### config.mk
export PLATFORM = sky130hd
export DESIGN_NAME = fp_add_seq
export DESIGN_NICKNAME = d
export VERILOG_FILES = /design/src/rtl/fp_add_seq.sv
export SDC_FILE = /design/constraint.sdc
export NUM_CORES = 1
export LEC_CHECK = 0
export ABC_AREA = 1
export ABC_CLOCK_PERIOD_IN_PS = 3300
export CAP_MARGIN = 25
export CORE_MARGIN = 8
export CORE_UTILIZATION = 54
export DETAILED_ROUTE_END_ITERATION = 6
export GPL_ROUTABILITY_DRIVEN = 1
export MAX_ROUTING_LAYER = met4
export PLACE_DENSITY = 0.78
export SLEW_MARGIN = 0
export SYNTH_ARGS = -nofsm -noshare
export SYNTH_HDL_FRONTEND = slang
export SYNTH_SLANG_ARGS = --single-unit
### constraint.sdc
create_clock -name clk -period 3.3 [get_ports clk]
set_clock_uncertainty 0.05 [all_clocks]
set_input_delay 0.66 -clock clk [delete_from_list [all_inputs] [get_ports clk]]
set_output_delay 0.66 -clock clk [all_outputs]
set_load 0.01 [all_outputs]
### src/rtl/fp_add_seq.sv
// Sequential single-precision adder/subtractor. Operations pass through ALIGN, ADD and NORM
// states. NORM runs one cycle per left shift. Rounding is by truncation. Denormals and NaN are not supported.
module fp_add_seq #(
  parameter int SIGNI       = 23,
  parameter int EXPO_LENGTH = 7
) (
  input  logic                         clk,
  input  logic                         rst_n,
  input  logic                         in_valid,
  output logic                         in_ready,
  input  logic [SIGNI+EXPO_LENGTH+1:0] para1,
  input  logic [SIGNI+EXPO_LENGTH+1:0] para2,
  input  logic                         op,
  output logic                         out_valid,
  input  logic                         out_ready,
  output logic [SIGNI+EXPO_LENGTH+1:0] out,
  output logic                         under_overflow,
  output logic [2:0]                   dbg_state
);

  localparam int DW = SIGNI + EXPO_LENGTH + 2;
  localparam int EW = EXPO_LENGTH + 1;
  localparam int MW = SIGNI + 1;
  localparam logic [EW-1:0] EXP_MAX     = '1;
  localparam logic [EW-1:0] EXP_ONE     = EW'(1);
  localparam logic [EW-1:0] SHIFT_LIMIT = EW'(MW + 1);

  // Handshake: a transfer happens on a rising edge where valid && ready; in_ready is high
  // only in IDLE, and out_valid holds high with a stable result until out_ready is seen.
  typedef enum logic [2:0] {S_IDLE, S_ALIGN, S_ADD, S_NORM, S_DONE} state_t;

  state_t          r_state, w_next;
  logic [DW-1:0]   r_a, r_b;
  logic            r_sign, r_eff_sub;
  logic [EW-1:0]   r_exp;
  logic [MW-1:0]   r_sig_big, r_sig_small;
  logic [MW:0]     r_sum;
  logic [DW-1:0]   r_out;
  logic            r_flag;

  logic [EW-1:0]   w_a_exp, w_b_exp, w_exp_big, w_exp_small, w_diff;
  logic [MW-1:0]   w_a_sig, w_b_sig, w_sig_big, w_sig_small, w_shifted;
  logic            w_a_big, w_sign_big, w_sign_small, w_any_inf, w_inf_sign;
  logic [MW:0]     w_add, w_sum_shl;
  logic [EW-1:0]   w_exp_inc, w_exp_dec;
  logic            w_norm_done, w_norm_flag;
  logic [DW-1:0]   w_norm_out;

  assign w_a_exp = r_a[DW-2:SIGNI];
  assign w_b_exp = r_b[DW-2:SIGNI];
  // An exponent of zero means the operand is zero; its fraction field is ignored.
  assign w_a_sig = (w_a_exp != '0) ? {1'b1, r_a[SIGNI-1:0]} : '0;
  assign w_b_sig = (w_b_exp != '0) ? {1'b1, r_b[SIGNI-1:0]} : '0;

  assign w_any_inf  = (w_a_exp == EXP_MAX) || (w_b_exp == EXP_MAX);
  assign w_inf_sign = (w_a_exp == EXP_MAX) ? r_a[DW-1] : r_b[DW-1];

  assign w_a_big      = (r_a[DW-2:0] >= r_b[DW-2:0]);
  assign w_exp_big    = w_a_big ? w_a_exp : w_b_exp;
  assign w_exp_small  = w_a_big ? w_b_exp : w_a_exp;
  assign w_sig_big    = w_a_big ? w_a_sig : w_b_sig;
  assign w_sig_small  = w_a_big ? w_b_sig : w_a_sig;
  assign w_sign_big   = w_a_big ? r_a[DW-1] : r_b[DW-1];
  assign w_sign_small = w_a_big ? r_b[DW-1] : r_a[DW-1];
  assign w_diff       = w_exp_big - w_exp_small;
  assign w_shifted    = (w_diff >= SHIFT_LIMIT) ? '0 : (w_sig_small >> w_diff);

  // Operands are ordered by magnitude, so the difference can never go negative.
  assign w_add = r_eff_sub ? ({1'b0, r_sig_big} - {1'b0, r_sig_small})
                           : ({1'b0, r_sig_big} + {1'b0, r_sig_small});

  assign w_exp_inc = r_exp + EXP_ONE;
  assign w_exp_dec = r_exp - EXP_ONE;
  assign w_sum_shl = {r_sum[MW-1:0], 1'b0};

  always_comb begin
    w_norm_done = 1'b1;
    w_norm_flag = 1'b0;
    w_norm_out  = '0;
    if (r_sum == '0) begin
      w_norm_flag = 1'b0;
    end else if (r_sum[MW]) begin
      if (w_exp_inc == EXP_MAX) begin
        w_norm_out  = {r_sign, EXP_MAX, {SIGNI{1'b0}}};
        w_norm_flag = 1'b1;
      end else begin
        w_norm_out = {r_sign, w_exp_inc, r_sum[MW-1:1]};
      end
    end else if (r_sum[MW-1]) begin
      w_norm_out = {r_sign, r_exp, r_sum[SIGNI-1:0]};
    end else if (r_exp <= EXP_ONE) begin
      w_norm_flag = 1'b1;
    end else if (w_sum_shl[MW-1]) begin
      // The shift that lands the leading one also finishes, so N equals the shift count.
      w_norm_out = {r_sign, w_exp_dec, w_sum_shl[SIGNI-1:0]};
    end else begin
      w_norm_done = 1'b0;
    end
  end

  always_comb begin
    w_next = r_state;
    case (r_state)
      S_IDLE:  if (in_valid) w_next = S_ALIGN;
      S_ALIGN: w_next = w_any_inf ? S_DONE : S_ADD;
      S_ADD:   w_next = S_NORM;
      S_NORM:  if (w_norm_done) w_next = S_DONE;
      S_DONE:  if (out_ready) w_next = S_IDLE;
      default: w_next = S_IDLE;
    endcase
  end

  always_ff @(posedge clk or negedge rst_n) begin
    if (!rst_n) r_state <= S_IDLE;
    else        r_state <= w_next;
  end

  always_ff @(posedge clk or negedge rst_n) begin
    if (!rst_n) begin
      r_a         <= '0;
      r_b         <= '0;
      r_sign      <= 1'b0;
      r_eff_sub   <= 1'b0;
      r_exp       <= '0;
      r_sig_big   <= '0;
      r_sig_small <= '0;
      r_sum       <= '0;
      r_out       <= '0;
      r_flag      <= 1'b0;
    end else begin
      case (r_state)
        S_IDLE: if (in_valid) begin
          r_a <= para1;
          r_b <= {para2[DW-1] ^ op, para2[DW-2:0]};
        end
        S_ALIGN: begin
          if (w_any_inf) begin
            r_out  <= {w_inf_sign, EXP_MAX, {SIGNI{1'b0}}};
            r_flag <= 1'b1;
          end else begin
            r_sign      <= w_sign_big;
            r_eff_sub   <= (w_sign_big != w_sign_small);
            r_exp       <= w_exp_big;
            r_sig_big   <= w_sig_big;
            r_sig_small <= w_shifted;
          end
        end
        S_ADD: r_sum <= w_add;
        S_NORM: begin
          if (w_norm_done) begin
            r_out  <= w_norm_out;
            r_flag <= w_norm_flag;
          end else begin
            r_sum <= w_sum_shl;
            r_exp <= w_exp_dec;
          end
        end
        default: ;
      endcase
    end
  end

  assign in_ready       = (r_state == S_IDLE);
  assign out_valid      = (r_state == S_DONE);
  assign out            = r_out;
  assign under_overflow = r_flag;
  assign dbg_state      = r_state;

endmodule

==> results by group, run 1 <==
Cells and area
  • Share of cells above drive strength 1: 0.293
  • Final nets: 2123
  • Core Util, Final: 0.774
  • Layout Area Growth over Synthesis: 42.4%

Setup path
  • Critical path's top delay family: simple AND/OR/NAND/NOR gates
  • CP max-delay cell: o22ai_1
  • Critical path fanouts, max: 24
  • Critical Path AT: 4.22 ns
  • Worst R2R Path Depth: 24
  • Cell mode on critical path: nand2_1
  • FF-to-FF End: r_sig_small[3]
  • Cell depth of the worst setup path: 24
  • Setup CP Type: reg -> reg
  • Crit path from: r_b[7]
  • Cells along the critical path: inv_1 > ha_1 > nand2_1 > nor2_1 > nand2_1 > nor2_1 > nand2_1 > nand3_2 > nor2_4 > nand2_8 > buf_6 > buf_4 > inv_2 > nand2_1 > buf_12 > o22ai_1 > nand4_1 > nand3_2 > nand2_2 > nand2_2 > nand3_2 > a21oi_2 > nand2_1 > nand2_1
  • Crit path capture type: flop
  • Reg2reg setup slack: -0.61 ns
  • RR Startpoint: r_b[7]
  • Bufs and invs on worst path: 5
  • Max stage delay on crit path: 0.55 ns
  • Data required time of the worst path: 3.62 ns
  • Critical path endpoint: r_sig_small[3]
  • Setup crit start kind: flop

Hold path
  • HP Class: in -> async

Drt
  • Residual DRC: 3
  • Routed length per instance: 19.7 um
  • Antenna Nets Post-Route: 0
  • Via-to-Cell Ratio: 6.08
  • Total Wirelength: 45.7 mm
  • DRT iter0 DRCs: 1508
  • DR vias: 14145
  • Pre-antenna DRT Iters: 7

STA
  • Slew headroom: 0.493
  • Final Slew Violations: 0
  • Post-route setup slack: -0.605 ns
  • Final Cycle Share: 1.18
  • Final Hold Vio Count: 0
  • Slew @ Worst Pin: 0.761 ns
  • Crit path time final: 3.91 ns
  • Fmax: 0.256 GHz
  • Final Setup Violations: 31
  • RSZ-0062 raised after global routing: true

Floorplanning
  • I/O pins: 107
  • Initial Utilization: 0.543
  • Die Span X: 169 um
  • Die area: 28500 sq um
  • FP Rows: 56
  • Core area: 23200 sq um
  • Die Height: 169 um

Status
  • Failing checks: DRC, setup timing
  • Status: complete, but fails checks

Yosys
  • FF+latch count, synth: 183
  • Post-Synthesis Cells: 1700
  • Post-Syn Nets: 1831
  • Synth Cell Area: 12600 sq um
  • Synth cell types: 54
  • Ys flop type: dfrtp_1
  • EDFF count, synth: 0
  • Ys async rst share: 1.00
  • Mean post-synth cell area: 7.41 sq um
  • Yosys Warn Count: 0
  • Share of the yosys chip area belonging to registers: 0.364

Run
  • Max-Cap Viols: 0

CTS
  • Clock root cell: clkbuf_16
  • Worst-Skew Late Latency: 0.45 ns
  • CTS buffer count: 17
  • CTS tree: yes
  • Clock Pin Slew Worst Setup and Hold Paths: 0.09 ns
  • # H-tree levels: 4
  • Deepest clock path buffer count: 2
  • Clk sinks: 183

GRT
  • Vias in the first global route: 13100
  • Met1 GRT Util: 0.339
  • GRT Residual Overflow: 0
  • GRT Util Overall: 0.292
  • GR peak layer: met2
  • Pin count of the biggest net entering global routing: 67
  • Met3 GRT Util: 0.0408
  • First-pass GRT wire length: 65.8 mm
  • Grt met2 use: 0.492
  • Initial antenna violation count: 1

Placement
  • RePlAce Congestion: 0.955
  • Placed wire-length estimate: 29.8 mm
  • Buffers on Ports: 106
==> area by class of cell <==
type                            count  area (sq um)
Tap cell                          319           399
Inverter                          184           706
Clock inverter                     15           180
Timing Repair Buffer              360          3270
Sequential cell                   183          4580
Clock buffer                       17           425
Fill cell                        1546          5250
Multi-Input combinational cell   1246          8370
Antenna cell                        1          2.50
==> repair_timing <==
item,in CTS,in global routing
cloned,2,7
resized for setup,133,218
pin swaps,68,113
buffers inserted,29,32
endpoints found under the setup margin,35,37
hold buffers,0,0
==> stage by stage <==
| step | hold WS, ns | cell area (sq um) | cells | TNS (ns) | worst slack, ns |
|---|---|---|---|---|---|
| after global placement | 0.416 | 15200 | 2226 | -2.68 | -0.341 |
| after floorplan | 0.314 | 12600 | 1700 | 0 | 0.00534 |
| after CTS | 0.162 | 16600 | 2289 | -1.06 | -0.0957 |
| after detailed placement | 0.421 | 15200 | 2226 | -5.62 | -0.496 |
| after global routing | 0.190 | 17900 | 2325 | -16.57 | -0.739 |
| final | 0.140 | 17900 | 2325 | -11.46 | -0.605 |
==> per-layer routing <==
layer	share of wire	vias to the layer above
met5	0	-
met4	0.065	0
met3	0.071	272
met2	0.49	788
met1	0.38	6637
li1	-	6448
==> state kept, by name (all words and copies together), names as in the netlist <==
name            cells
out                32
r_a                32
r_b                32
r_sum              25
r_sig_big          24
r_sig_small        24
r_exp               8
dbg_state           3
r_eff_sub           1
r_sign              1
under_overflow      1
==> how the worst min path moves through the flow <==
| stage | to | start | slack, ns |
|---|---|---|---|
| 6_report | out[30] | rst_n | 0.14 |
| 5_1_grt | out[29] | rst_n | 0.19 |
| 4_1_cts | out[28] | rst_n | 0.16 |
| 3_5_place_dp | out[19] | out[19] | 0.42 |
| 3_3_place_gp | out[20] | out[20] | 0.42 |
| 2_1_floorplan | dbg_state[0] | rst_n | 0.31 |
==> synthesized netlist by cell type, types with 2 or more instances <==
library cell	n	area, sq um
nand2_2	4	25.0
o22ai_2	6	75.1
o21ai_0	208	1040
a32o_1	2	20.0
xor2_1	42	368
o22ai_1	38	238
a31oi_1	9	56.3
a21oi_1	85	425
nor4_1	8	50.1
nor3_1	17	85.1
xnor2_1	15	131
inv_2	6	22.5
buf_6	3	33.8
nand3_2	7	70.1
nand3_1	144	721
nand3b_1	4	30.0
clkbuf_1	68	255
o21ai_1	6	30.0
buf_1	7	26.3
a21oi_2	2	17.5
o31ai_1	6	45.0
nand2_1	366	1370
nor2_1	75	282
dfrtp_1	183	4580
inv_1	175	657
o21a_1	25	188
nand4_1	51	319
o221ai_1	35	307
nand2_4	3	33.8
buf_4	3	22.5
a22oi_1	4	30.0
buf_2	9	45.0
o211ai_1	3	22.5
ha_1	61	763
==> worst reg2reg max path: stages, from the launching register on <==
cell and delay, ns:
dfrtp_1 0.40, inv_1 0.12, ha_1 0.27, nand2_1 0.10
nor2_1 0.08, nand2_1 0.07, nor2_1 0.05, nand2_1 0.08
nand3_2 0.09, nor2_4 0.20, nand2_8 0.10, buf_6 0.14
buf_4 0.15, inv_2 0.08, nand2_1 0.09, buf_12 0.17
o22ai_1 0.55, nand4_1 0.28, nand3_2 0.16, nand2_2 0.06
nand2_2 0.08, nand3_2 0.09, a21oi_2 0.18, nand2_1 0.09
nand2_1 0.09
==> cells by family after synthesis <==
family | count (synthesis) | synth area share
compound gates | 436 | 0.203
xor+xnor | 59 | 0.0431
fa+ha+maj | 62 | 0.0622
buf+inv | 274 | 0.0855
flops | 183 | 0.364
simple gates | 686 | 0.243
==> layout by cell type, fill, tap and decap left out, types with 13 or more instances in the layout <==
| cell | Yosys | layout |
|---|---|---|
| nand4_1 | 51 | 51 |
| o21ai_0 | 208 | 179 |
| ha_1 | 61 | 27 |
| buf_6 | 3 | 22 |
| nand2_1 | 366 | 306 |
| nand3_1 | 144 | 95 |
| dfrtp_1 | 183 | 181 |
| ha_4 | 0 | 33 |
| nand3_2 | 7 | 51 |
| a21oi_2 | 2 | 30 |
| inv_1 | 175 | 141 |
| o22ai_1 | 38 | 35 |
| o21a_1 | 25 | 25 |
| nand2_4 | 3 | 21 |
| buf_4 | 3 | 216 |
| xor2_1 | 42 | 42 |
| o221ai_1 | 35 | 35 |
| o21ai_1 | 6 | 21 |
| o21ai_2 | 0 | 13 |
| clkbuf_16 | 0 | 21 |
| xnor2_1 | 15 | 13 |
| a21oi_1 | 85 | 55 |
| clkdlybuf4s50_1 | 0 | 105 |
| nand2_2 | 4 | 45 |
| nor2_1 | 75 | 58 |
| nor2_2 | 0 | 13 |
| inv_2 | 6 | 38 |
Power of run 1 is left out: the tool's default activity adds up to more than one toggle a clock period on the data nets, which glitch-free logic cannot reach.
==> run 2, diff against run 1 <==
--- a/config.mk
+++ b/config.mk
@@ -6,14 +6,14 @@
 export NUM_CORES = 1
 export LEC_CHECK = 0
 export ABC_AREA = 1
-export ABC_CLOCK_PERIOD_IN_PS = 3300
+export ABC_CLOCK_PERIOD_IN_PS = 4360
 export CAP_MARGIN = 25
 export CORE_MARGIN = 8
-export CORE_UTILIZATION = 54
+export CORE_UTILIZATION = 59
 export DETAILED_ROUTE_END_ITERATION = 6
 export GPL_ROUTABILITY_DRIVEN = 1
 export MAX_ROUTING_LAYER = met4
-export PLACE_DENSITY = 0.78
+export PLACE_DENSITY = 0.81
 export SLEW_MARGIN = 0
 export SYNTH_ARGS = -nofsm -noshare
 export SYNTH_HDL_FRONTEND = slang
==> constraint.sdc (replaced) <==
create_clock -name clk -period 4.36 [get_ports clk]
set_clock_uncertainty 0.05 [all_clocks]
set_input_delay 0.872 -clock clk [delete_from_list [all_inputs] [get_ports clk]]
set_output_delay 0.872 -clock clk [all_outputs]
set_load 0.01 [all_outputs]
==> run 2 against run 1 <==
The flow finishes with violations (DRC). Non-clock buffer count is 232 lower. Cell count fell by 12%. Sequential share of layout area up 6.1 points. Routed wire length down 19%. Flip-flop and latch count stayed put. Setup slack better by 0.96 ns. Worst hold slack improved by 0.29 ns. Core utilization is 8.5 points lower. Register-to-register slack better by 0.96 ns. Design area down 19%. Count of clock-buffer cells in the layout unchanged. Fmax down 2.5%. Highest routed layer unchanged.
==> results by group, run 2 (synthesized netlist as in run 1, its figures left out) <==
Status
  • Status: complete, but fails checks
  • Failing checks: DRC

Floorplanning
  • Core area: 21000 sq um (-9.4%)
  • Die Span X: 162 um (-3.9%)
  • I/O pins: 107 (unchanged)
  • Die area: 26300 sq um (-7.7%)
  • FP Rows: 53 (-5.4%)
  • Initial Utilization: 0.599 (+0.0561)
  • Die Height: 162 um (-3.9%)

Cells and area
  • Filler cells: 1737 (+12%)
  • Final nets: 1889 (-11%)
  • Layout Area Growth over Synthesis: 14.9%
  • Non-Filler Instances: 2046 (-12%)
  • Share of cells above drive strength 1: 0.0548 (-0.238)
  • Most common library cell in the layout ignoring fill and taps: nand2_1
  • N_diodes: 0 (-1)
  • Commonest cells after routing, fill and taps aside: 365 x nand2_1, 205 x o21ai_0, 183 x dfrtp_1, 174 x inv_1, 144 x nand3_1
  • Design area: 14500 sq um (-19%)

CTS
  • Clk sinks: 183 (unchanged)
  • # H-tree levels: 4 (unchanged)
  • CTS tree: yes
  • Clock Pin Slew Worst Setup and Hold Paths: 0.07 ns (-0.02 ns)
  • CTS buffer count: 17 (unchanged)
  • Post-cts hold buffer count: 0 (unchanged)
  • Worst-Skew Late Latency: 0.44 ns (about the same)
  • Clock root cell: clkbuf_16
  • Deepest clock path buffer count: 2 (unchanged)

STA
  • Slew headroom: 0.438 (-0.0549)
  • Setup TNS Final: 0 ns (+11.46 ns)
  • Smallest hold slack: 0.434 ns (+0.294 ns)
  • Crit path time final: 4.01 ns (+0.102 ns)
  • Final Slew Violations: 0 (unchanged)
  • Fmax: 0.250 GHz (-2.5%)
  • Final Cycle Share: 0.919 (-0.264)
  • Final Setup Violations: 0 (-100%)
  • RSZ-0062 raised after global routing: false
  • Slew @ Worst Pin: 0.841 ns (+0.0803 ns)
  • Final Hold Vio Count: 0 (unchanged)

GRT
  • First-pass GRT wire length: 59.6 mm (-9.4%)
  • Initial antenna violation count: 0 (-1)
  • GRT Util Overall: 0.285 (-0.00682)
  • GRT Residual Overflow: 0 (unchanged)
  • Vias in the first global route: 11738 (-10%)
  • GR peak layer: met2
  • Met3 GRT Util: 0.0324 (-0.00837)
  • Pin count of the biggest net entering global routing: 124 (+85%)
  • Met1 GRT Util: 0.356 (+0.0166)
  • Grt met2 use: 0.464 (-0.0281)

Setup path
  • Critical Path AT: 4.30 ns (+0.08 ns)
  • Setup crit start kind: flop
  • FF-to-FF End: r_sum[23]
  • Crit path capture type: flop
  • Worst R2R Path Depth: 20 (-17%)
  • Critical path fanouts, max: 4 (-83%)
  • Data required time of the worst path: 4.66 ns (+1.04 ns)
  • RR Startpoint: r_sig_small[0]
  • Setup CP Type: reg -> reg
  • Reg2reg setup slack: 0.35 ns (+0.96 ns)

Drt
  • Via-to-Cell Ratio: 6.12 (+0.64%)
  • Pre-antenna DRT Iters: 7 (unchanged)
  • DRT iter0 DRCs: 1332 (-12%)
  • Routed length per instance: 18.0 um (-8.5%)
  • Residual DRC: 8 (+5)
  • Antenna Nets Post-Route: 0 (unchanged)
  • DR vias: 12527 (-11%)
  • Total Wirelength: 36.8 mm (-19%)

Run
  • Max-Cap Viols: 0 (unchanged)

Placement
  • Placed inst area: 13800 sq um (-9.4%)
  • Placed cell count: 2012 (-9.6%)
  • Buffers on Ports: 106 (unchanged)
  • Placed wire-length estimate: 27.3 mm (-8.5%)
  • RePlAce Congestion: 0.966 (+1.1%)

Hold path
  • HP Class: in -> async
==> run 2: changes by cell type in the layout (fill, tap and decap cells not counted), moves of 18 or more <==
cell     change
ha_4        -33
nand2_4     -18
o21ai_0     +26
a21oi_2     -28
buf_6       -21
a21oi_1     +30
nand2_2     -40
nand2_1     +59
inv_2       -31
nand3_2     -44
inv_1       +33
ha_1        +34
buf_4      -196
nand3_1     +49
==> run 2: how the worst max path moves through the flow <==
stage,from,endpoint,slack (ns),cells after the start
after CTS,r_sig_small[0],r_sum[24],0.15,18
after global routing,r_b[28],r_sig_small[3],0.04,26
after floorplan,r_sig_small[0],r_sum[21],0.92,21
after global placement,r_sig_small[0],r_sum[24],0.29,18
final,r_sig_small[0],r_sum[23],0.35,20
after detailed placement,r_sig_small[0],r_sum[24],0.17,18
==> run 2: repair_timing <==
action	in CTS	in global routing
setup buffers	0	1
endpoints found under the hold margin	0	0
gates resized for setup	0	5
endpoints found under the setup margin	0	5
==> run 2: stage by stage <==
stage	worst slack, ns	util
floorplan	0.917	-
global placement	0.288	0.657
detailed placement	0.172	0.657
CTS	0.154	0.687
global route	0.0389	0.688
finish	0.353	0.688
==> run 2: layout make-up <==
type,count,area (sq um),share of cell area
multi-input cells,1244,6970,0.482
flip-flops and latches,183,4580,0.316
repair buffers,128,1250,0.0866
inverters,184,694,0.0480
clock buffers,17,425,0.0294
well taps,275,344,0.0238
clock inverters,15,204,0.0141
==> run 2: critical path: stages (launching register included) <==
cell and delay (ns):
dfrtp_1 0.42, inv_1 0.07, ha_1 0.21, nand3_1 0.12
nor3_1 0.08, or2_2 0.29, xnor2_1 0.13, inv_1 0.06
ha_1 0.33, a21oi_1 0.14, inv_1 0.05, a31oi_1 0.21
o21ai_0 0.16, a21boi_0 0.33, o21ai_1 0.17, a21oi_1 0.26
o21ai_0 0.23, a21oi_1 0.24, xor2_1 0.20, nor2_1 0.07
o22ai_1 0.12
==> run 2: routing by layer <==
metal | wire [um] | share of wire | vias up
met5 | 0 | 0 | -
met1 | 15100 | 0.41 | 5833
met4 | 1460 | 0.040 | 0
met3 | 2820 | 0.077 | 107
li1 | - | - | 5952
met2 | 17400 | 0.47 | 635
Power of run 2 is left out for the same reason.
